`config.mk`:
```
export PLATFORM = sky130hd
export DESIGN_NAME = score_bcd_scheduler
export DESIGN_NICKNAME = d
export VERILOG_FILES = /design/src/rtl/hud_pkg.sv /design/src/rtl/rr_arbiter.sv /design/src/rtl/score_bcd_scheduler.sv
export SDC_FILE = /design/constraint.sdc
export NUM_CORES = 1
export LEC_CHECK = 0
export BUFFER_PORTS_ARGS = -buffer_cell sky130_fd_sc_hd__buf_2
export CORE_MARGIN = 2
export CORE_UTILIZATION = 32
export DETAILED_ROUTE_END_ITERATION = 7
export GPL_ROUTABILITY_DRIVEN = 1
export GPL_TIMING_DRIVEN = 0
export PLACE_DENSITY_LB_ADDON = 0.1
export SLEW_MARGIN = 20
export SYNTH_ARGS = -nofsm -noshare
export SYNTH_HDL_FRONTEND = slang
export SYNTH_HIERARCHICAL = 1
export SYNTH_SLANG_ARGS = --single-unit
```
`constraint.sdc`:
```
create_clock -name clk -period 3.8 [get_ports clk]
set_clock_uncertainty 0.1 [all_clocks]
set_input_delay 0.76 -clock clk [delete_from_list [all_inputs] [get_ports clk]]
set_output_delay 0.76 -clock clk [all_outputs]
set_load 0.1 [all_outputs]
```
`src/rtl/hud_pkg.sv`:
```
// Shared HUD definitions: BCD geometry, the blank-cell code and the
// scheduler FSM state type.
package hud_pkg;

    localparam int BIN_W      = 9;
    localparam int DIGIT_W    = 4;
    localparam int NUM_DIGITS = 3;
    localparam int CNT_W      = 4;

    localparam logic [DIGIT_W-1:0] BLANK_DIGIT = 4'hF;
    localparam logic [CNT_W-1:0]   SHIFT_LAST  = CNT_W'(BIN_W - 1);

    typedef enum logic [1:0] {
        IDLE,
        SHIFT,
        WRITE
    } state_t;

endpackage

```
`src/rtl/rr_arbiter.sv`:
```
// Round-robin arbiter: grants the first requester at or after the pointer,
// wrapping modulo NUM_CH. Purely combinational; the caller owns the pointer.
module rr_arbiter #(
    parameter int NUM_CH = 3,
    parameter int IDX_W  = (NUM_CH > 1) ? $clog2(NUM_CH) : 1
) (
    input  logic [NUM_CH-1:0] req,
    input  logic [IDX_W-1:0]  pointer,
    output logic [NUM_CH-1:0] grant,
    output logic [IDX_W-1:0]  index
);

    // Scan channels starting at the pointer and take the first hit.
    always_comb begin
        logic found;
        int   c;
        // NOTE: every output gets a default before the loop so no path leaves it unassigned (no latch).
        grant = '0;
        index = '0;
        found = 1'b0;
        for (int i = 0; i < NUM_CH; i++) begin
            c = (int'(pointer) + i) % NUM_CH;
            if (!found && req[c]) begin
                found    = 1'b1;
                grant[c] = 1'b1;
                index    = IDX_W'(c);
            end
        end
    end

endmodule

```
`src/rtl/score_bcd_scheduler.sv`:
```
// Shares one serial double-dabble engine between NUM_CH binary requesters
// and keeps a 3-digit BCD result per channel for the glyph renderer.
// Optional: define SCORE_LEADING_ZERO_BLANK_EN to store leading zeros of
// the hundreds/tens digits as BLANK_DIGIT.
module score_bcd_scheduler
    import hud_pkg::*;
#(
    parameter int NUM_CH = 3
) (
    input  logic                              clk,
    input  logic                              reset,
    input  logic [NUM_CH-1:0]                 req,
    input  logic [NUM_CH*BIN_W-1:0]           value,
    output logic [NUM_CH-1:0]                 ack,
    output logic [NUM_CH*DIGIT_W*NUM_DIGITS-1:0] digits,
    output logic [NUM_CH-1:0]                 digits_valid,
    output logic                              busy
);

    localparam int IDX_W = (NUM_CH > 1) ? $clog2(NUM_CH) : 1;
    localparam int RES_W = DIGIT_W * NUM_DIGITS;

    state_t               state, state_n;
    logic [BIN_W-1:0]     shift_q;
    logic [DIGIT_W-1:0]   hun_q, ten_q, one_q;
    logic [CNT_W-1:0]     cnt_q;
    logic [IDX_W-1:0]     ptr_q, ch_q;
    logic [NUM_CH-1:0]    grant;
    logic [IDX_W-1:0]     grant_idx;
    logic                 start;
    logic [DIGIT_W-1:0]   hun_adj, ten_adj, one_adj;
    logic [RES_W+BIN_W-1:0] chain_sh;
    logic [RES_W-1:0]     write_word;

    rr_arbiter #(
        .NUM_CH (NUM_CH),
        .IDX_W  (IDX_W)
    ) u_arb (
        .req     (req),
        .pointer (ptr_q),
        .grant   (grant),
        .index   (grant_idx)
    );

    // A job starts only from IDLE; reset also blocks the combinational ack.
    assign start = (state == IDLE) && (|req) && !reset;

    // FSM state register.
    always_ff @(posedge clk or posedge reset) begin
        // NOTE: sequential state uses non-blocking assignments so all flops update from pre-edge values.
        if (reset) state <= IDLE;
        else       state <= state_n;
    end

    // Next-state decode plus ack/busy outputs.
    always_comb begin
        state_n = state;
        ack     = '0;
        busy    = 1'b0;
        case (state)
            IDLE: begin
                if (start) begin
                    ack     = grant;
                    busy    = 1'b1;
                    state_n = SHIFT;
                end
            end
            SHIFT: begin
                busy = 1'b1;
                if (cnt_q == '0) state_n = WRITE;
            end
            WRITE: begin
                busy    = 1'b1;
                state_n = IDLE;
            end
            default: state_n = IDLE;
        endcase
    end

    // One double-dabble step: add 3 to any nibble >= 5, then shift the chain left.
    always_comb begin
        hun_adj  = (hun_q >= 4'd5) ? hun_q + 4'd3 : hun_q;
        ten_adj  = (ten_q >= 4'd5) ? ten_q + 4'd3 : ten_q;
        one_adj  = (one_q >= 4'd5) ? one_q + 4'd3 : one_q;
        chain_sh = {hun_adj[DIGIT_W-2:0], ten_adj, one_adj, shift_q, 1'b0};
    end

    // Result formatting, optionally blanking leading zeros.
    always_comb begin
        write_word = {hun_q, ten_q, one_q};
`ifdef SCORE_LEADING_ZERO_BLANK_EN
        if (hun_q == '0) begin
            write_word[RES_W-1 -: DIGIT_W] = BLANK_DIGIT;
            if (ten_q == '0) write_word[2*DIGIT_W-1 -: DIGIT_W] = BLANK_DIGIT;
        end
`endif
    end

    // Work registers, round-robin pointer and per-channel result storage.
    always_ff @(posedge clk or posedge reset) begin
        if (reset) begin
            // NOTE: the result registers are reset too, since the renderer must read zeros until first write.
            shift_q      <= '0;
            hun_q        <= '0;
            ten_q        <= '0;
            one_q        <= '0;
            cnt_q        <= '0;
            ptr_q        <= '0;
            ch_q         <= '0;
            digits       <= '0;
            digits_valid <= '0;
        end else begin
            case (state)
                IDLE: begin
                    if (start) begin
                        shift_q <= value[grant_idx*BIN_W +: BIN_W];
                        hun_q   <= '0;
                        ten_q   <= '0;
                        one_q   <= '0;
                        cnt_q   <= SHIFT_LAST;
                        ch_q    <= grant_idx;
                        ptr_q   <= (grant_idx == IDX_W'(NUM_CH - 1)) ? '0 : grant_idx + 1'b1;
                    end
                end
                SHIFT: begin
                    {hun_q, ten_q, one_q, shift_q} <= chain_sh;
                    cnt_q <= cnt_q - 1'b1;
                end
                WRITE: begin
                    digits[ch_q*RES_W +: RES_W] <= write_word;
                    digits_valid[ch_q]          <= 1'b1;
                end
                default: ;
            endcase
        end
    end

endmodule

```
==> results.json <==
{
  "crit_fanout": 10,
  "crit_required_ns": 2.94,
  "power_per_cell_area_nw_per_um2": 810.2,
  "status": "finished, final reports clean",
  "criticalPathCategory": "flip-flop to primary output",
  "detailroute.via_count": 3545,
  "cts_root_buffer": "sky130_fd_sc_hd__clkbuf_16",
  "vdd.ir_drop.worst_mv": 0.6191,
  "mappedNetlistArea_um2": 4071,
  "power.leakage_nw": 2.368,
  "synth.ff_latch_count": 70,
  "floorplan.initialDensity_pct": 32.53,
  "core_area_um2": 12520,
  "hold_path_class": "input pin to async pin",
  "tightestPinTransition_ns": 0.7017,
  "post-route-util_pct": 39.44,
  "cts_tree": "done",
  "fmax_ghz": 0.2859,
  "grt_pass1_wl_um": 17500,
  "grt.total_usage_pct": 16.54,
  "post-cts-setup-buffer-count": 0,
  "worst_setup_path_end_kind": "primary output",
  "post_synth_inst_count": 436,
  "grt_max_degree": 50,
  "period_needed_ns": 3.498,
  "num_io_pins": 75,
  "antenna_violating_nets_post_route": 0,
  "dieWidth_um": 116.8,
  "fin_nets": 577,
  "dpl.hpwl_um": 7795,
  "crit_family": "buffers and inverters",
  "critPathSlowestCell": "sky130_fd_sc_hd__buf_2",
  "maxSlewViolCount": 0,
  "avgRoutedWirePerCell_um": 15.08,
  "yosysWarningCount": 6,
  "total_of_buffers_placed_on_input_and_output_ports": 74,
  "drive_gt1_share_pct": 20.15,
  "critPathMaxStageDelay_ns": 0.42,
  "grt_pass1_vias": 3443,
  "dpl_cell_area_um2": 4687,
  "initialDrtViolationCount": 176,
  "drt_first_pass_iters": 5,
  "synth_cell_types": 53,
  "postSynth.topFlopCell": "sky130_fd_sc_hd__dfrtp_1",
  "numCtsBuffers": 9,
  "die_area_um2": 13640,
  "vias_per_cell": 5.079,
  "worst_skew_pair.late_latency_ns": 0.33,
  "rsz0062_at_grt": "false",
  "hold_violations": 0,
  "gp_congestion": 0.7854,
  "die-height_um": 116.8,
  "async_flop_share_pct": 100.0,
  "holdBufCountCts": 0,
  "finalWorstSetupSlack_ns": 0.3020,
  "post-place-ws_ns": 0.5396,
  "cts_num_sinks": 70,
  "maxCapViolCount": 0,
  "wl_um": 10530,
  "initial_antenna_violation_count": 0,
  "crit_buf_inv": 3,
  "cts.reportedPaths.clkPinSlew_ns": 0.05,
  "placement_rows": 41,
  "mappedNetlistNets": 491,
  "avgSynthCellArea_um2": 9.338,
  "timing.critical_path.arrival_ns": 2.64,
  "setup_tns_ns": 0,
  "slew_headroom_pct": 52.56,
  "drc_violation_count_after_routing": 0,
  "setup_violations": 0,
  "critical_path.cell_chain": "inv_1 > ha_1 > buf_6 > or3b_1 > o22ai_1 > nand3_1 > a31oi_1 > and2_1 > buf_2",
  "htree_num_levels": 3,
  "grt-ovfl-total": 0,
  "fin_worst_hold_slack_ns": 0.3081,
  "clock_path_buffers": 2,
  "critical_path.startpoint_type": "flip-flop",
  "synth-edff-count": 0,
  "post_cts.resized_instances": 0,
  "fraction_of_the_cycle_the_final_worst_path_needs_pct": 92.05,
  "fin_area_um2": 4937,
  "internal_reg_to_reg_setup_slack_ns": 0.82,
  "antenna_cells_inserted": 0,
  "synth-seq-area-share_pct": 43.02,
  "areaGrowthSynthToFinish_pct": 21.27
}
cell usage after synthesis (2+ instances only):
library cell	instances	share of area, %
sky130_fd_sc_hd__a211o_1	3	0.65
sky130_fd_sc_hd__a21o_1	2	0.37
sky130_fd_sc_hd__a21oi_1	27	3.3
sky130_fd_sc_hd__a221oi_1	2	0.43
sky130_fd_sc_hd__a222oi_1	3	0.74
sky130_fd_sc_hd__a22o_1	29	6.2
sky130_fd_sc_hd__a22oi_1	2	0.37
sky130_fd_sc_hd__a31oi_1	3	0.46
sky130_fd_sc_hd__a32o_1	2	0.49
sky130_fd_sc_hd__a32oi_1	2	0.43
sky130_fd_sc_hd__and2_1	3	0.46
sky130_fd_sc_hd__and2b_1	2	0.37
sky130_fd_sc_hd__buf_2	3	0.37
sky130_fd_sc_hd__buf_4	2	0.37
sky130_fd_sc_hd__buf_6	2	0.55
sky130_fd_sc_hd__clkbuf_1	21	1.9
sky130_fd_sc_hd__dfrtp_1	70	43
sky130_fd_sc_hd__ha_1	23	7.1
sky130_fd_sc_hd__inv_1	31	2.9
sky130_fd_sc_hd__mux2_2	7	1.9
sky130_fd_sc_hd__mux2i_1	17	4.2
sky130_fd_sc_hd__nand2_1	49	4.5
sky130_fd_sc_hd__nand2b_1	7	1.1
sky130_fd_sc_hd__nand3_1	13	1.6
sky130_fd_sc_hd__nand3b_1	7	1.3
sky130_fd_sc_hd__nor2_1	15	1.4
sky130_fd_sc_hd__nor2b_1	3	0.46
sky130_fd_sc_hd__nor3_1	6	0.74
sky130_fd_sc_hd__nor3b_1	2	0.37
sky130_fd_sc_hd__o211ai_1	2	0.37
sky130_fd_sc_hd__o21ai_0	48	5.9
sky130_fd_sc_hd__o22a_1	2	0.43
sky130_fd_sc_hd__o22ai_1	3	0.46
sky130_fd_sc_hd__o41ai_1	2	0.43
sky130_fd_sc_hd__xnor2_1	3	0.65
power breakdown:
part,switching [mW],internal [mW]
Clock,0.291,0.436
Combinational,1.52,0.711
Sequential,0.125,0.916
through the flow:
step	total power [mW]	instances
after floorplan	2.776	436
after global placement	3.254	682
after detailed placement	3.296	683
after CTS	4.042	698
after global routing	4.321	698
final	4.000	698
layer usage:
layer	GRT usage [%]	routed length (µm)	share of wire, %
met5	0	0	0
met4	6.353	155	1.5
met3	2.678	555	5.3
met2	27.59	4920	47
met1	21.61	4898	47
path summary, 6_finish.rpt:
path	from	to	cells past startpoint
max	ptr_q[0]$_DFFE_PP0P_	ack[0]	9
min	reset	shift_q[0]$_DFFE_PP0P_	2
max reg2reg	ptr_q[0]$_DFFE_PP0P_	shift_q[8]$_DFFE_PP0P_	12
min reg2reg	digits_valid[2]$_DFFE_PP0P_	digits_valid[2]$_DFFE_PP0P_	1
max in group asynchronous	reset	digits[30]$_DFFE_PP0P_	3
min in group clk	digits_valid[2]$_DFFE_PP0P_	digits_valid[2]$_DFFE_PP0P_	1
cell type report:
type,count,area [µm²]
Sequential cell,70,1752
Tap cell,172,215.2
Timing Repair Buffer,75,397.9
Clock buffer,13,240.2
Buffer,29,135.1
Multi-Input combinational cell,306,2068
Fill cell,1317,7580
Inverter,31,118.9
Clock inverter,2,10.01
kinds of logic (layout without fill, tap and decap cells):
kind of cell	Yosys count	count (layout)	share of synthesized area (%)
and+or+nand+nor	118	118	14.60
xor gates and xnor gates	3	3	0.6455
AOI/OAI and AO/OA	138	138	22.37
DFF	70	70	43.02
muxes	24	24	6.116
buffers and inverters	60	150	6.177
adders and majority gates	23	23	7.068
cells in the final DEF (no fill, tap or decap), drive strengths merged, types with 3 or more instances in the layout:
cell / n
buf: 83
dfrtp: 70
nand2: 49
o21ai: 48
clkbuf: 34
inv: 31
a22o: 29
a21oi: 27
ha: 23
mux2i: 17
nor2: 16
nand3: 13
nand3b: 7
nand2b: 7
mux2: 7
nor3: 6
nor2b: 3
a222oi: 3
a31oi: 3
and2: 3
xnor2: 3
a211o: 3
o22ai: 3
nor3b: 3
o211ai: 3
registers in the layout, summed over array words and instances, names as in the netlist:
signal / flops
one_q: 4
state: 2
ptr_q: 2
cnt_q: 4
ch_q: 2
digits_valid: 3
digits: 36
shift_q: 9
ten_q: 4
hun_q: 4
Note: power is estimated with default switching activity, not from simulation.
